$ cat config.mk
export PLATFORM = sky130hd
export DESIGN_NAME = cp0_timer_irq
export DESIGN_NICKNAME = d
export VERILOG_FILES = /design/src/rtl/cp0_timer_irq.sv
export SDC_FILE = /design/constraint.sdc
export NUM_CORES = 1
export LEC_CHECK = 0
export ABC_AREA = 1
export CELL_PAD_IN_SITES_DETAIL_PLACEMENT = 0
export CELL_PAD_IN_SITES_GLOBAL_PLACEMENT = 2
export CORE_MARGIN = 5
export CORE_UTILIZATION = 27
export CTS_BUF_LIST = sky130_fd_sc_hd__clkbuf_8 sky130_fd_sc_hd__clkbuf_16
export CTS_CLUSTER_DIAMETER = 30
export DETAILED_ROUTE_END_ITERATION = 12
export GPL_TIMING_DRIVEN = 0
export MAX_ROUTING_LAYER = met4
export PLACE_DENSITY = 0.95
export SLEW_MARGIN = 40
export SYNTH_ARGS = -nofsm -noshare
export SYNTH_HDL_FRONTEND = slang
export SYNTH_SLANG_ARGS = --single-unit
$ cat constraint.sdc
create_clock -name clk -period 4.15 [get_ports clk]
set_input_delay 0.6225 -clock clk [delete_from_list [all_inputs] [get_ports clk]]
set_output_delay 0.6225 -clock clk [all_outputs]
set_load 0.1 [all_outputs]
$ cat src/rtl/cp0_timer_irq.sv
// CP0 timer and interrupt collection: Count with prescaler, NUM_CMP Compare
// channels, ext_int synchroniser, Cause.IP merge and registered int_req.

module cp0_cmp_chan (
  input  logic        clk,
  input  logic        rst,
  input  logic        wr,
  input  logic [31:0] wdata,
  input  logic [31:0] count,
  output logic [31:0] compare,
  output logic        pend
);

  // A compare write beats a same-cycle match; the new value matches from next cycle.
  always_ff @(posedge clk) begin
    if (rst) begin
      compare <= '0;
      pend    <= 1'b0;
    end else if (wr) begin
      compare <= wdata;
      pend    <= 1'b0;
    end else if (compare != '0 && count == compare) begin
      pend    <= 1'b1;
    end
  end

endmodule

module cp0_timer_irq #(
  parameter int NUM_CMP     = 1,
  parameter int COUNT_DIV   = 2,
  parameter int SYNC_STAGES = 2
) (
  input  logic               clk,
  input  logic               rst,
  input  logic               stall,
  input  logic               wen,
  input  logic [4:0]         addr,
  input  logic [2:0]         sel,
  input  logic [31:0]        wdata,
  output logic [31:0]        rdata,
  input  logic [5:0]         ext_int,
  input  logic [1:0]         sw_ip,
  input  logic [7:0]         status_im,
  input  logic               status_ie,
  input  logic               status_exl,
  output logic [7:0]         cause_ip,
  output logic [NUM_CMP-1:0] timer_pend,
  output logic               int_req,
  output logic [31:0]        count_out
);

  localparam int PW = (COUNT_DIV > 1) ? $clog2(COUNT_DIV) : 1;

  logic [31:0]                   count;
  logic [PW-1:0]                 presc;
  logic                          presc_wrap;
  logic                          cnt_wr;
  logic [NUM_CMP-1:0]            cmp_wr;
  logic [NUM_CMP-1:0][31:0]      compare;
  logic [SYNC_STAGES-1:0][5:0]   sync_q;
  logic [5:0]                    sync_int;

  assign cnt_wr     = wen && addr == 5'd9;
  assign presc_wrap = (presc == PW'(COUNT_DIV - 1));

  // A Count write restarts the prescaler so the next increment is a full period away.
  always_ff @(posedge clk) begin
    if (rst) begin
      count <= '0;
      presc <= '0;
    end else if (cnt_wr) begin
      count <= wdata;
      presc <= '0;
    end else if (presc_wrap) begin
      count <= count + 32'd1;
      presc <= '0;
    end else begin
      presc <= presc + PW'(1);
    end
  end

  genvar i;
  generate
    for (i = 0; i < NUM_CMP; i++) begin : g_cmp
      assign cmp_wr[i] = wen && addr == 5'd11 && sel == 3'(i);
      cp0_cmp_chan u_chan (
        .clk     (clk),
        .rst     (rst),
        .wr      (cmp_wr[i]),
        .wdata   (wdata),
        .count   (count),
        .compare (compare[i]),
        .pend    (timer_pend[i])
      );
    end
  endgenerate

  // Whole chain freezes on stall so the ext_int latency is counted in live cycles.
  always_ff @(posedge clk) begin
    if (rst) begin
      sync_q <= '0;
    end else if (!stall) begin
      for (int s = SYNC_STAGES - 1; s > 0; s--)
        sync_q[s] <= sync_q[s-1];
      sync_q[0] <= ext_int;
    end
  end

  assign sync_int = sync_q[SYNC_STAGES-1];
  assign cause_ip = {sync_int[5] | (|timer_pend), sync_int[4:0], sw_ip};

  always_ff @(posedge clk) begin
    if (rst) int_req <= 1'b0;
    else     int_req <= status_ie & ~status_exl & (|(cause_ip & status_im));
  end

  always_comb begin
    rdata = '0;
    if (addr == 5'd9) begin
      rdata = count;
    end else if (addr == 5'd11) begin
      for (int k = 0; k < NUM_CMP; k++)
        if (sel == 3'(k)) rdata = compare[k];
    end
  end

  assign count_out = count;

endmodule

==> results of run 1 <==
==> worst max-delay path: cells and delay by family <==
kind / cells / cell delay [ps]
buffers and inverters: 5 / 1490
AO/OA/AOI/OAI: 1 / 240
AND/OR/NAND/NOR: 4 / 620
==> power by group through the flow <==
stage,clock [uW],combinational (uW),sequential [uW]
global placement,0,283,805
global route,950,293,790
detailed placement,0,274,805
finish,910,274,788
CTS,921,274,788
floorplan,0,123,838
==> per-layer routing <==
| metal | routed length, um | GRT usage (%) | vias to the layer above |
|---|---|---|---|
| met5 | 0 | - | - |
| met4 | 336 | 4.43 | 0 |
| met3 | 1370 | 3.71 | 22 |
| met2 | 9670 | 32.2 | 193 |
| met1 | 9510 | 25.5 | 2656 |
| li1 | - | - | 2902 |
==> cells by family (layout without fill, tap and decap cells) <==
logic type,count (synthesis),count (layout)
AO/OA/AOI/OAI,150,150
XOR/XNOR,24,24
adder cells (fa/ha/maj),1,1
buffers and inverters,138,287
flip-flops,79,79
AND/OR/NAND/NOR,431,431
==> flip-flops by register name, summed over array words and instances (netlist names) <==
register,count
g_cmp.u_chan.compare,32
sync_q,6
int_req,1
g_cmp.u_chan.pend,1
sync_int,6
count_out,32
presc,1
==> final cells by class <==
cell class	instances	area, um2	share of cell area, %
buffer	38	210	3.21
inverter	100	375	5.73
multi-input combinational	606	2790	42.6
sequential	79	1580	24.2
tap	229	287	4.38
timing repair buffer	134	971	14.8
clock inverter	3	65.1	0.994
clock buffer	12	267	4.07
==> final timing paths <==
check                       startpoint                   end
setup reg to reg          count_out[1]         count_out[20]
hold reg to reg   g_cmp[0].u_chan.pend  g_cmp[0].u_chan.pend
setup / recovery               addr[4]             rdata[22]
hold / removal    g_cmp[0].u_chan.pend  g_cmp[0].u_chan.pend
==> through the flow <==
step	util, %	instance area, um2	std cells	total power (uW)	hold slack, ps
finish	36.3	6550	1201	1970	476
global route	36.3	6550	1201	2030	510
CTS	36.3	6550	1201	1980	474
detailed placement	34.5	6220	1186	1080	461
floorplan	-	4960	823	961	446
global placement	36.5	6590	1186	1090	457
==> cell usage in the layout (no fill, tap or decap), drive strengths merged <==
cell           synthesis  routed
clkdlybuf4s50          0      60
clkinv                 1       2
clkbuf                16      28
nand4                  2       2
ha                     1       1
xor2                  11      11
a21oi                 53      53
nor3b                  1       1
xnor2                 13      13
nor2                 117     117
a221oi                 1       1
or2                    1       1
o211ai                 2       2
o22ai                 24      24
buf                   22      96
nand3                 52      52
nor3                  10      10
o21ai                 69      69
nand2                248     248
bufinv                 0       2
inv                   99      99
a22o                   1       1
dfxtp                 79      79
==> results.ini, run 1 <==
[die]
start_util_pct=27.5
rows=49
io_pins=136
die_area_um2=21200
coreArea_um2=18000
die_h_um=146
die_x_um=146

[power_and_ir_drop]
p_int_uw=1440
p_clk_share_pct=46.2
pwr-share-seq_pct=40.0
pwr-share-comb_pct=13.9
sw_frac_of_total_pct=27.1
p_leak_uw=0.00292
ir_worst_vdd_uv=192
power_density_nw_per_um2=301
power.switching_uw=533

[timing]
setup_viol=0
fin_crit_ps=3610
timing.fmax_mhz=277
setup-tns-final_ps=0
slew_headroom_pct=54.7
final_max_slew_viol_count=0
worst_slack_ps=544
clock_skew_ps=7.46
final-hold-violation-count=0
timing.final.crit_share_pct=86.9
rsz0062_at_grt=false
max_slew.worst_pin.slew_ps=679

[logic_synthesis]
async_reset_ff_share_pct=0
synth_area_leader_cell=dfxtp_1
synthAdderAreaFrac_pct=0.252
synth_edf_count=0
synth_top_area_share_pct=31.9
ys_warn_count=0
synth_top_family_by_area=simple AND/OR/NAND/NOR gates
synth-simple-area-share_pct=35.8
yosysMostFrequentCell=nand2_1
synth_seq_cells=79
netlist_area_um2=4960
synth_compound_area_share_pct=16.0
avgSynthCellArea_um2=6.02
synthFlopType=dfxtp_1
ys_seq_area_share_pct=31.9
syn_nets=886
synth_common_cells=243 x nand2_1, 107 x nor2_1, 94 x inv_1, 79 x dfxtp_1, 66 x o21ai_0
synthXorXnorAreaFrac_pct=4.24
synth_cell_type_count=31
syn_inst=823
synthTopCellsByArea=dfxtp_1 32%, nand2_1 18%, nor2_1 8.1%
synthMuxAreaShare_pct=0

[critical_path]
crit_path_frequent_cell=buf_2
cp.required_ps=3530
r2r_cells=10
max_stage_delay_ps=480
crit_type=primary input to output port
arrival_ps=2980
worst-path-max-fanout=10
critPathLaunchType=primary input
crit_chain=clkdlybuf4s50_1, nor2_1, nand2_1, inv_2, nand3_2, inv_1, nand3_1, buf_2, o22ai_1, buf_2
slowest_stage=buf_2
worst-r2r-setup-slack_ps=2250
critPathCaptureType=output port

[placed_design]
pre_cts_ws_ps=540
gp_congestion=0.918
port_buffers=134
hpwlAfterDp_um=16200

[global_routing]
grt_usage_pct=19.8
grt_max_degree=13
grt_pass1_wl_um=32000
grt_pass1_vias=5642
grt_overflow=0
antenna_found_initial=0

[layout]
area_delta_synth_final_pct=32.0
antenna_cells=0
drive_gt1_share_pct=13.7
nFillCells=2096
final_nets=1031

[clock_tree]
cts-root-buf=clkbuf_16
numCtsBuffers=9
clk_pin_slew_ps=60
post_cts_buffers=0
clk_path_buf_depth=2
cts_resized=0
clk_latency_ps=350
cts_tree=done
htree_levels=3
ctsHoldBuffers=0
cts.sinks=79

[detailed_routing]
num_vias=5773
dr.pass1.iters=5
ant_nets=0
routed_wl_um=20900
vias_per_cell=4.81
drc=0
wl_per_cell_um=17.4
drtIter0Drc=373

[worst_hold_path]
hold_path.class=flip-flop to flip-flop
whs_path_depth=2

[flow_run]
maxCapViolCount=0

[outcome]
status=complete, no violations

Note: power is estimated with default switching activity, not from simulation.
==> inputs of run 2 (changes only) <==
--- a/config.mk
+++ b/config.mk
@@ -16,6 +16,7 @@
 export GPL_TIMING_DRIVEN = 0
 export MAX_ROUTING_LAYER = met4
 export PLACE_DENSITY = 0.95
+export REMOVE_ABC_BUFFERS = 1
 export SLEW_MARGIN = 40
 export SYNTH_ARGS = -nofsm -noshare
 export SYNTH_HDL_FRONTEND = slang
==> run 2 against run 1 <==
  * Worst hold slack worse by 2.4 ps
  * Total power grew 1.9%
  * Critical path depth fell by 2
  * Cell count down 3.0%
  * Design area shrank 2.5%
  * Sequential share of layout area grew 0.61 points
  * Die area unchanged
  * Global-route usage shrank 1.7 points
==> results.ini, run 2 (synthesis gave the netlist of run 1 again) <==
[outcome]
status=complete, no violations

[placed_design]
placed_cell_area_um2=6030
gp_congestion=0.887
pre_cts_ws_ps=230
port_buffers=135
placed_cells=1149
hpwlAfterDp_um=13700

[power_and_ir_drop]
p_leak_uw=0.00281
ir_worst_vdd_uv=190
power_density_nw_per_um2=315

[layout]
final_cell_mix=242 x nand2_1, 107 x nor2_1, 92 x inv_1
final_common_cell=nand2_1
multi_input_area_um2=2810
drive_gt1_share_pct=12.6
instances_no_fill=1165
final_nets=994
fin_area_um2=6390
antenna_cells=0
area_delta_synth_final_pct=28.8
regArea_um2=1580
nFillCells=2031
fin_util_pct=35.4

[timing]
timing.fmax_mhz=258
rsz0062_at_grt=false
hold_ws_ps=473
worst_slack_ps=274
timing.final.crit_share_pct=93.4
slew_headroom_pct=44.0
final-hold-violation-count=0
final_max_slew_viol_count=0
fin_crit_ps=3880
setup_viol=0
clock_skew_ps=9.73
max_slew.worst_pin.slew_ps=837

[clock_tree]
clk_path_buf_depth=2
cts-root-buf=clkbuf_16
post_cts_buffers=0
cts_tree=done
htree_levels=3
cts.sinks=79
ctsHoldBuffers=0
clk_pin_slew_ps=60
numCtsBuffers=9
cts_resized=0
clk_latency_ps=350

[detailed_routing]
vias_per_cell=4.68
routed_wl_um=18800
ant_nets=0
drc=0
num_vias=5458
wl_per_cell_um=16.2
drtIter0Drc=436
dr.pass1.iters=5

[global_routing]
grt_pass1_vias=5302
grt_max_degree=60
antenna_found_initial=0
grt_usage_pct=18.0
grt_pass1_wl_um=29600
grt_overflow=0

[die]
die_area_um2=21200
die_x_um=146
rows=49
io_pins=136
start_util_pct=27.5
coreArea_um2=18000
die_h_um=146

[flow_run]
maxCapViolCount=0

[critical_path]
crit_type=primary input to output port
arrival_ps=3250
cp.required_ps=3530
critPathCaptureType=output port
worst-path-max-fanout=31
critPathLaunchType=primary input

[worst_hold_path]
hold_path.class=flip-flop to flip-flop

-- run 2: cell type report --
type | count | area share, %
Tap cell | 229 | 4.49
Sequential cell | 79 | 24.8
Inverter | 100 | 5.96
Multi-Input combinational cell | 606 | 43.9
Clock buffer | 10 | 3.74
Timing Repair Buffer | 135 | 15.3
Clock inverter | 6 | 1.82
-- run 2: per-stage QoR --
stage	setup TNS, ps	total power (uW)
final	0	2010
after global routing	0	2080
after CTS	0	2020
after detailed placement	0	1060
after global placement	-57530	1070
after floorplan	-2420	939
-- run 2: worst max-delay path: stages --
cell	delay (ps)
clkdlybuf4s50_1	450
nor2_1	40
nand2_1	60
inv_2	50
nand2_2	600
nand3_4	530
o22ai_1	390
buf_2	490
-- run 2: path summary, 6_finish.rpt --
| check | start | end | slack, ps | cells past startpoint |
|---|---|---|---|---|
| setup / recovery | addr[4] | rdata[22] | 270 | 8 |
| hold / removal | g_cmp[0].u_chan.pend | g_cmp[0].u_chan.pend | 470 | 2 |
| setup reg to reg | presc | count_out[1] | 1990 | 7 |
| hold reg to reg | g_cmp[0].u_chan.pend | g_cmp[0].u_chan.pend | 470 | 2 |
-- run 2: per-layer routing --
metal	part of all wire, %	vias to the layer above	wire length (um)	track usage [%]
met3	5.8	25	1090	3.58
met5	0	-	0	-
met1	46	2447	8760	23.4
met2	46	162	8680	28.8
li1	-	2824	-	-
met4	1.7	0	314	4.76
-- run 2: power breakdown --
part	internal (uW)	switching, uW
combinational	84.2	171
clock	609	358
sequential	773	14.6
